## src/rtl/mvm_seq_engine_pkg.sv

```systemverilog
// Shared state encoding, header bit positions and sizing helpers for the
// time-multiplexed matrix-vector multiply engine.
package mvm_pkg;

  typedef enum logic [2:0] {
    HDR,
    LOAD_K,
    LOAD_X,
    COMPUTE,
    SEND
  } state_t;

  localparam int HDR_LOAD_K = 0;
  localparam int HDR_SIGNED = 1;

  function automatic int acc_width(input int w_k, input int w_x, input int c);
    return w_k + w_x + $clog2(c);
  endfunction

  function automatic int num_bytes(input int w_y, input int bpw);
    return (w_y + bpw - 1) / bpw;
  endfunction

  function automatic int idx_width(input int n);
    return (n > 1) ? $clog2(n) : 1;
  endfunction

endpackage

```

## src/rtl/mvm_seq_engine_mac.sv

```systemverilog
// Single multiply-accumulate lane: extends K and x, accumulates one product per
// enabled cycle and fits the final row sum to W_Y (clamped when MVM_SATURATE_EN).
module mvm_mac
  import mvm_pkg::*;
#(
  parameter int W_K = 4,
  parameter int W_X = 4,
  parameter int W_Y = 10,
  parameter int AW  = 10
) (
  input  logic           clk,
  input  logic           rstn,
  input  logic           en,
  input  logic           first,
  input  logic           is_signed,
  input  logic [W_K-1:0] k,
  input  logic [W_X-1:0] x,
  output logic [W_Y-1:0] y
);

  logic [AW-1:0] k_ext;
  logic [AW-1:0] x_ext;
  logic [AW-1:0] prod;
  logic [AW-1:0] sum;
  logic [AW-1:0] acc_reg;

  // Low AW bits of the product are identical for signed and unsigned operands.
  assign k_ext = {{(AW-W_K){is_signed & k[W_K-1]}}, k};
  assign x_ext = {{(AW-W_X){is_signed & x[W_X-1]}}, x};
  assign prod  = k_ext * x_ext;
  assign sum   = (first ? '0 : acc_reg) + prod;

  always_ff @(posedge clk or negedge rstn) begin
    if (!rstn) begin
      acc_reg <= '0;
    end else if (en) begin
      acc_reg <= sum;
    end
  end

  generate
    if (W_Y > AW) begin : g_extend
      assign y = {{(W_Y-AW){is_signed & sum[AW-1]}}, sum};
    end else if (W_Y == AW) begin : g_exact
      assign y = sum;
    end else begin : g_narrow
`ifdef MVM_SATURATE_EN
      logic ovf_u;
      logic ovf_s;
      assign ovf_u = |sum[AW-1:W_Y];
      assign ovf_s = (sum[AW-1:W_Y-1] != '0) && (sum[AW-1:W_Y-1] != '1);
      always_comb begin
        y = sum[W_Y-1:0];
        if (is_signed) begin
          if (ovf_s) y = sum[AW-1] ? {1'b1, {(W_Y-1){1'b0}}} : {1'b0, {(W_Y-1){1'b1}}};
        end else if (ovf_u) begin
          y = '1;
        end
      end
`else
      logic unused_hi;
      assign unused_hi = ^sum[AW-1:W_Y];
      assign y = sum[W_Y-1:0];
`endif
    end
  endgenerate

endmodule

```

## src/rtl/mvm_seq_engine.sv

```systemverilog
// Byte-stream y = K*x engine with per-frame header (LOAD_K, SIGNED) and one MAC
// per cycle. Optional MVM_SATURATE_EN clamps results instead of wrapping.
module mvm_seq_engine
  import mvm_pkg::*;
#(
  parameter int R             = 4,
  parameter int C             = 4,
  parameter int W_K           = 4,
  parameter int W_X           = 4,
  parameter int W_Y           = acc_width(W_K, W_X, C),
  parameter int BITS_PER_WORD = 8
) (
  input  logic                     clk,
  input  logic                     rstn,
  input  logic [BITS_PER_WORD-1:0] s_data,
  input  logic                     s_valid,
  output logic                     s_ready,
  output logic [BITS_PER_WORD-1:0] m_data,
  output logic                     m_valid,
  input  logic                     m_ready,
  output logic                     busy,
  output logic                     done
);

  localparam int AW = acc_width(W_K, W_X, C);
  localparam int NB = num_bytes(W_Y, BITS_PER_WORD);
  localparam int PW = NB * BITS_PER_WORD;
  localparam int RW = idx_width(R);
  localparam int CW = idx_width(C);
  localparam int BW = idx_width(NB);

  state_t        state_reg, state_next;
  logic [RW-1:0] row_reg, row_next, row_inc;
  logic [CW-1:0] col_reg, col_next, col_inc;
  logic [BW-1:0] byte_reg, byte_next, byte_inc;
  logic          signed_reg, signed_next;
  logic          done_reg, done_next;
  logic          row_last, col_last, byte_last;
  logic          s_fire, m_fire, k_we, x_we, mac_en;
  logic          unused_sdata;
  logic [W_Y-1:0] mac_y;

  logic [W_K-1:0] k_mem [R][C];
  logic [W_X-1:0] x_mem [C];
  logic [W_Y-1:0] y_mem [R];
  logic [PW-1:0]  y_pad [R];

  assign s_ready = (state_reg == HDR) || (state_reg == LOAD_K) || (state_reg == LOAD_X);
  assign m_valid = (state_reg == SEND);
  assign busy    = (state_reg != HDR);
  assign done    = done_reg;
  assign s_fire  = s_valid && s_ready;
  assign m_fire  = m_valid && m_ready;
  assign unused_sdata = ^s_data;

  assign row_last  = (row_reg == RW'(R - 1));
  assign col_last  = (col_reg == CW'(C - 1));
  assign byte_last = (byte_reg == BW'(NB - 1));
  assign row_inc   = row_last ? '0 : row_reg + 1'b1;
  assign col_inc   = col_last ? '0 : col_reg + 1'b1;
  assign byte_inc  = byte_last ? '0 : byte_reg + 1'b1;

  always_comb begin
    state_next  = state_reg;
    row_next    = row_reg;
    col_next    = col_reg;
    byte_next   = byte_reg;
    signed_next = signed_reg;
    done_next   = 1'b0;
    k_we        = 1'b0;
    x_we        = 1'b0;
    mac_en      = 1'b0;
    case (state_reg)
      HDR: if (s_fire) begin
        signed_next = s_data[HDR_SIGNED];
        row_next    = '0;
        col_next    = '0;
        state_next  = s_data[HDR_LOAD_K] ? LOAD_K : LOAD_X;
      end
      LOAD_K: if (s_fire) begin
        k_we     = 1'b1;
        col_next = col_inc;
        if (col_last) begin
          row_next = row_inc;
          if (row_last) state_next = LOAD_X;
        end
      end
      LOAD_X: if (s_fire) begin
        x_we     = 1'b1;
        col_next = col_inc;
        if (col_last) state_next = COMPUTE;
      end
      COMPUTE: begin
        mac_en   = 1'b1;
        col_next = col_inc;
        if (col_last) begin
          row_next = row_inc;
          if (row_last) begin
            state_next = SEND;
            byte_next  = '0;
          end
        end
      end
      SEND: if (m_fire) begin
        byte_next = byte_inc;
        if (byte_last) begin
          row_next = row_inc;
          if (row_last) begin
            state_next = HDR;
            done_next  = 1'b1;
          end
        end
      end
      default: state_next = HDR;
    endcase
  end

  always_ff @(posedge clk or negedge rstn) begin
    if (!rstn) begin
      state_reg  <= HDR;
      row_reg    <= '0;
      col_reg    <= '0;
      byte_reg   <= '0;
      signed_reg <= 1'b0;
      done_reg   <= 1'b0;
      for (int r = 0; r < R; r++) begin
        y_mem[r] <= '0;
        for (int c = 0; c < C; c++) k_mem[r][c] <= '0;
      end
      for (int c = 0; c < C; c++) x_mem[c] <= '0;
    end else begin
      state_reg  <= state_next;
      row_reg    <= row_next;
      col_reg    <= col_next;
      byte_reg   <= byte_next;
      signed_reg <= signed_next;
      done_reg   <= done_next;
      if (k_we) k_mem[row_reg][col_reg] <= s_data[W_K-1:0];
      if (x_we) x_mem[col_reg] <= s_data[W_X-1:0];
      if (mac_en && col_last) y_mem[row_reg] <= mac_y;
    end
  end

  mvm_mac #(
    .W_K (W_K),
    .W_X (W_X),
    .W_Y (W_Y),
    .AW  (AW)
  ) u_mac (
    .clk       (clk),
    .rstn      (rstn),
    .en        (mac_en),
    .first     (col_reg == '0),
    .is_signed (signed_reg),
    .k         (k_mem[row_reg][col_reg]),
    .x         (x_mem[col_reg]),
    .y         (mac_y)
  );

  // Spare bits of the top output byte carry the sign in signed frames.
  genvar gi;
  generate
    for (gi = 0; gi < R; gi++) begin : g_pad
      if (PW > W_Y) begin : g_ext
        assign y_pad[gi] = {{(PW-W_Y){signed_reg & y_mem[gi][W_Y-1]}}, y_mem[gi]};
      end else begin : g_fit
        assign y_pad[gi] = y_mem[gi];
      end
    end
  endgenerate

  assign m_data = m_valid ? y_pad[row_reg][byte_reg*BITS_PER_WORD +: BITS_PER_WORD] : '0;

endmodule

```

## config.mk

```make
export PLATFORM = sky130hd
export DESIGN_NAME = mvm_seq_engine
export DESIGN_NICKNAME = d
export VERILOG_FILES = /design/src/rtl/mvm_seq_engine_pkg.sv /design/src/rtl/mvm_seq_engine_mac.sv /design/src/rtl/mvm_seq_engine.sv
export SDC_FILE = /design/constraint.sdc
export NUM_CORES = 1
export LEC_CHECK = 0
export ABC_AREA = 1
export CAP_MARGIN = 15
export CORE_ASPECT_RATIO = 1.5
export CORE_MARGIN = 2
export CORE_UTILIZATION = 23
export CTS_CLUSTER_DIAMETER = 40
export DETAILED_ROUTE_END_ITERATION = 12
export GPL_TIMING_DRIVEN = 0
export PLACE_DENSITY = 0.37
export SLEW_MARGIN = 20
export SYNTH_ARGS = -nofsm -noshare
export SYNTH_HDL_FRONTEND = slang
export SYNTH_HIERARCHICAL = 1
export SYNTH_SLANG_ARGS = --single-unit
```

## constraint.sdc

```tcl
create_clock -name clk -period 4.8 [get_ports clk]
set_clock_uncertainty 0.2 [all_clocks]
set_input_delay 0.48 -clock clk [delete_from_list [all_inputs] [get_ports clk]]
set_output_delay 0.48 -clock clk [all_outputs]
set_load 0.02 [all_outputs]
```

Word-level counts from Yosys, hierarchy flattened
Cells that the tools add are included.
- magnitude comparators: 4
- add/sub/neg operators: 4
- reductions and logical operators: 19
- shift-type cells: 1
- equal/unequal tests: 18
- mux-type cells: 59
- multiply operators: 1
- bitwise gates (word level): 8
- operator list (kind ; count):
    16-bit two-way mux ; 5
    16-bit binary-select mux with 2-bit select ; 2
    64-bit bitwise mux ; 1
    40-bit bitwise mux ; 1
    3-bit two-way mux ; 11
    16-bit demux with 2-bit select ; 1
    10-bit demux with 2-bit select ; 1
    10-bit two-way mux ; 2
    4-bit two-way mux ; 5
    2-bit two-way mux ; 9
    4-bit binary-select mux with 2-bit select ; 2
    16-bit bitwise mux ; 1
    2-bit inequality test (second input constant) ; 8
    16-bit by 5-bit variable part select with 8-bit output ; 1
    3-bit one-hot mux with 5 select lines ; 1
    1-bit two-way mux ; 12
    11-bit AND reduction ; 1
    10-bit adder ; 1
    5-bit by 5-bit multiplier with 10-bit output ; 1
    4-bit demux with 2-bit select ; 1
    8-bit two-way mux ; 1
    2-bit by 1-bit inequality test with 1-bit output (second input constant) ; 4
    2-bit one-hot mux with 4 select lines ; 1
    1-bit AND ; 6
    23 further kinds ; 35
- word-level logic and storage cells: 145
- input port bits: 12
- register bits: 140

Longest topological paths before layout
- depth after elaboration: 11
- gate-level depth with buffers: 30
- depth with buffers taken out: 29

Cells and area by module
Netlist, hierarchy kept.
- by module, submodules not included (module ; area an instance (µm²) ; cells an instance ; instances):
    mvm_seq_engine ; 6222.2 ; 780 ; 1
    mvm_mac ; 1744.2 ; 233 ; 1

Worst setup path after synthesis
Ideal clock, no wire load.
- path kind: flip-flop to flip-flop
- start: reg col_reg[0]
- end: reg y_mem[29] (netlist name)
- setup time: 0.130 ns
- arrival: 4.726 ns
- clock period less this slack: 5.055 ns
- cell stages (with the launch flop): 20
- setup slack: -0.255 ns
- required time: 4.470 ns
- cells stage by stage: dfrtp_1 > buf_2 > clkbuf_1 > nor2_1 > o22ai_1 > nand2_1 > or2_2 > fa_1 > fa_1 > inv_1 > fa_1 > fa_1 > fa_1 > nand2_1 > nand3_1 > inv_1 > nand2_1 > and2_1 > inv_1 > o21ai_0
- cells in the longest elaborated chain, start to end: 8
- elaborated cells between the ends (all ways): 16
- those cells by class: 1 x add/sub; 1 x mul; 1 x eq/ne; 8 x mux; 3 x bitwise; 2 x reduce/logical
- ends and longest elaborated chain (item ; line ; source):
    from (decl) ; mvm_seq_engine.sv:34 ; logic [CW-1:0] col_reg, col_next, col_inc;
    from (signal assigned) ; mvm_seq_engine.sv:134 ; col_reg <= col_next;
    2-bit inverter with 3-bit output (not written as such) ; mvm_seq_engine.sv:155, mvm_seq_engine.sv:156 ;
    4-bit binary-select mux with 2-bit select (on tied branches) ; mvm_seq_engine.sv:155, mvm_seq_engine.sv:156 ;
    4-bit two-way mux (on tied branches) (2 in a row) ; mvm_seq_engine.sv:155, mvm_seq_engine.sv:156 ;
    1-bit AND (on tied branches) ; mvm_seq_engine_mac.sv:28, mvm_seq_engine_mac.sv:29 ;
    5-bit by 5-bit multiplier with 10-bit output ; mvm_seq_engine_mac.sv:30 ; assign prod = k_ext * x_ext;
    10-bit adder (*) ; mvm_seq_engine_mac.sv:31 ; assign sum = (first ? '0 : acc_reg) + prod;
    via mac_y[9] ; mvm_seq_engine.sv:41 ; logic [W_Y-1:0] mac_y;
    40-bit bitwise mux (*) ; mvm_seq_engine.sv:140 ; if (mac_en && col_last) y_mem[row_reg] <= mac_y;
    to (signal, indexed assignment) ; mvm_seq_engine.sv:140 ;
    to (decl) ; mvm_seq_engine.sv:45 ; logic [W_Y-1:0] y_mem [R];
The timed path passes the listed nets; every way through them passes the cells marked *. The select of a mux whose other input is x is not followed.
A chain may end at the register's enable or synchronous reset.

Worst setup path after layout
- start: reg row_reg[0]
- end: reg y_mem[28] (netlist name)
- cells in the longest elaborated chain, start to end: 11
- elaborated cells between the ends (all ways): 16
- those cells by class: 1 x add/sub; 1 x mul; 2 x order compare; 9 x mux; 2 x bitwise; 1 x reduce/logical
- ends and longest elaborated chain (item ; line ; source):
    from (decl) ; mvm_seq_engine.sv:33 ; logic [RW-1:0] row_reg, row_next, row_inc;
    from (signal assigned) ; mvm_seq_engine.sv:133 ; row_reg <= row_next;
    2-bit inverter with 3-bit output (not written as such) (*) ; mvm_seq_engine.sv:155 ; .k (k_mem[row_reg][col_reg]),
    16-bit binary-select mux with 2-bit select (*) ; mvm_seq_engine.sv:155 ;
    16-bit two-way mux (not written as such) (*) (2 in a row) ; mvm_seq_engine.sv:155 ;
    4-bit binary-select mux with 2-bit select (*) ; mvm_seq_engine.sv:155 ;
    4-bit two-way mux (not written as such) (*) (2 in a row) ; mvm_seq_engine.sv:155 ;
    1-bit AND ; mvm_seq_engine_mac.sv:28 ; assign k_ext = {{(AW-W_K){is_signed & k[W_K-1]}}, k};
    5-bit by 5-bit multiplier with 10-bit output (*) ; mvm_seq_engine_mac.sv:30 ;
    10-bit adder (*) ; mvm_seq_engine_mac.sv:31 ;
    via mac_y[8] ; mvm_seq_engine.sv:41 ;
    40-bit bitwise mux (*) ; mvm_seq_engine.sv:140 ;
Marked as above.

==> qor.txt <==
Status = finished, violations left
Failing checks = negative setup slack
Rel. slew slack = 0.521
IO Count = 24
Final nets = 1157
Worst-Margin Slew = 0.718 ns
Synthesized Nets = 1078
CP Cell Sequence = buf_12 -> clkinv_8 -> buf_12 -> buf_8 -> nand2_2 -> nand2_1 -> nand2_1 -> nand3_2 -> nand3_2 -> nand2_4 -> or2_4 -> fa_1 -> fa_1 -> inv_1 -> fa_1 -> fa_2 -> ha_4 -> a21o_1 -> nand2_1 -> nand3_2 -> or2_1 -> and2_4 -> inv_6 -> o21ai_1
H-tree lvl count = 4
Post-synthesis cell count = 1013
CP Launch Type = flip-flop
Vias = 6799
R2r startpoint = row_reg[0]
Core area = 34200 µm²
Slowest cell on crit path = fa_1
Drc violations = 0
Largest regs = k_mem: 64 flops, y_mem: 40 flops, x_mem: 16 flops
Final setup vio count = 22
Overflow after GRT = 0
Drt first pass iters = 5
Total CTS buffers = 17
Post-synth top area cell = dfrtp_1
Die X = 156 µm
Fmax achieved = 202 MHz
Wirelength, routed = 26.5 mm
Most common cell in the netlist = nand2_1
Min-Delay Path Class = reg -> reg
YS warnings = 6
Worst setup margin = -0.155 ns
DIE HEIGHT = 232 µm
Place WS = -1.17 ns
Ant. Diodes = 0
Via count of the first global-routing pass = 6979
Yosys reg bits = 140
Max stage delay on crit path = 0.52 ns
Fin Hold WS = 0.277 ns
Kind of critical path = reg -> reg
Tot Pwr = 0.00504 W
RSZ-0062 raised after global routing = true
Gpl congestion = 0.759
Fraction of registers with async set/reset = 1.00
Final Hold Viols = 0
Cell row count = 83
CTS max path bufs = 2
Final Cycle Share = 1.03
GRT Util Overall = 0.153
Initial core utilization = 0.233
Worst path top cell family by delay = adder cells
Port bufs = 19
Worst setup path start = row_reg[0]
Post-DP HPWL = 18.7 mm
Die area = 36200 µm²
Synth Cell Area = 7970 µm²
Worst path required time = 4.89 ns
R2r endpoint = y_mem[28]
Initial DRC count = 260
Setup slack, reg-to-reg = -0.16 ns
Post-synthesis sequential area ratio = 0.440
Final instance area = 10400 µm²
Filler Cells Inserted = 3669
Yosys cell types = 36
Worst setup path end = y_mem[28]
Cell Area, Placed = 8770 µm²
Top cells by count, synth = nand2_1, dfrtp_1, o21ai_0, inv_1, nor2_1
Reg with most FFs = k_mem
Largest cells by area after synthesis = dfrtp_1, nand2_1, o21ai_0
Register Area = 3510 µm²
EDFF count, synth = 0
Worst-Skew Late Latency = 0.43 ns
Synthesis-to-layout area growth = 31.0%
Minimum clock period = 4.96 ns
CTS tree = yes
Crit. path cell count = 24
Clock sinks = 140
Largest net degree at the start of global routing = 77
Syn avg cell area = 7.86 µm²
Worst reg2reg path depth = 24
Max-slew violations = 0
Layout cells sized above 1 = 0.202
Cell Pwr Density = 483 nW/µm²
Buffers and inverters on the worst path = 6
Critical Path AT = 5.05 ns
CTS clock-pin slew for the worst setup and hold paths = 0.06 ns
Max VDD drop = 283 µV
Top FF cell, synth = dfrtp_1
Leak = 4.84 nW
Clock root cell = clkbuf_16
Multi-input gate area in the final layout = 4380 µm²
First-pass GRT wire length = 41.4 mm
Antenna viol nets, final = 0
Crit end category = flip-flop
Area share of the largest cell type after synthesis = 0.440
DR WL/cell = 17.3 µm
Max Cap Violations = 0
Vias per Instance = 4.44
Critical Path Fanout Max = 8
Max reg flops = 64
Initial antenna violation count = 0
area by class of cell:
| cell class | count | share of cell area |
|---|---|---|
| buffer | 39 | 0.0306 |
| clock buffer | 22 | 0.0454 |
| clock inverter | 10 | 0.0179 |
| inverter | 102 | 0.0413 |
| multi-input combinational | 731 | 0.420 |
| sequential | 140 | 0.336 |
| tap | 425 | 0.0510 |
| timing repair buffer | 61 | 0.0578 |
cells by family (layout without fill, tap and decap cells):
logic type	Yosys count	in the layout	synth area share
DFF	140	140	0.440
buffers and inverters	142	234	0.0688
and+or+nand+nor	474	474	0.250
AOI/OAI and AO/OA	201	201	0.132
xor gates and xnor gates	3	3	0.00330
adders and majority gates	53	53	0.107
repair_timing:
item	4_1_cts	5_1_grt
pin swaps	58	30
endpoints found under the setup margin	30	30
setup buffers	25	12
hold endpoints to repair	75	0
gates resized for setup	125	64
hold buffers	1	0
gates cloned	1	2
per-stage QoR:
| stage | setup TNS [ns] | instances | utilization |
|---|---|---|---|
| floorplan | 0 | 1013 | - |
| global placement | -516.65 | 1457 | 0.256 |
| detailed placement | -25.52 | 1458 | 0.257 |
| CTS | -3.36 | 1516 | 0.296 |
| global route | -6.22 | 1530 | 0.305 |
| finish | -2.14 | 1530 | 0.305 |
how the worst min path moves through the flow:
stage | from | to | slack (ns) | cells past startpoint
6_report | u_mac/acc_reg[4] | u_mac/acc_reg[4] | 0.28 | 2
4_1_cts | y_mem[20] | y_mem[20] | 0.28 | 2
5_1_grt | y_mem[16] | y_mem[16] | 0.30 | 2
2_1_floorplan | rstn | byte_last | -0.02 | 0
3_3_place_gp | y_mem[20] | y_mem[20] | 0.26 | 2
3_5_place_dp | k_mem[8] | k_mem[8] | 0.27 | 2
routing by layer:
layer	wire length, µm	track usage	vias up
met5	0	0	-
met4	479	0.0482	0
met3	482	0.0200	29
met2	14800	0.293	76
met1	10700	0.172	3286
li1	-	-	3408
cell usage in the layout, fill, tap and decap left out, types with 6 or more instances in the layout:
cell	Yosys	layout
nand2_1	312	286
nor2_4	5	7
clkbuf_8	0	6
nand2_2	18	39
o21ai_0	124	104
nand2_4	3	6
o21ai_2	1	7
nor2_1	76	70
clkdlybuf4s50_1	0	18
o22ai_1	13	9
clkbuf_1	27	19
nand3_1	47	30
o21ai_1	49	63
buf_4	0	29
ha_4	0	10
nand3_2	0	14
fa_1	25	22
inv_1	97	83
ha_1	28	17
clkbuf_16	0	19
inv_2	2	9
buf_6	0	10
dfrtp_1	140	137
tightest hold or removal path: stages, from the launching register on:
cell and delay (ns):
dfrtp_1 0.35, nand2_1 0.05, nand2_1 0.05
power breakdown:
part / leakage, nW / internal, W / switching, W / total [W]
clock network: 0.313 / 0.000964 / 0.000539 / 0.00150
logic: 2.58 / 0.000897 / 0.00138 / 0.00228
registers: 1.94 / 0.00122 / 0.0000395 / 0.00126
Note: power is estimated with default switching activity, not from simulation.
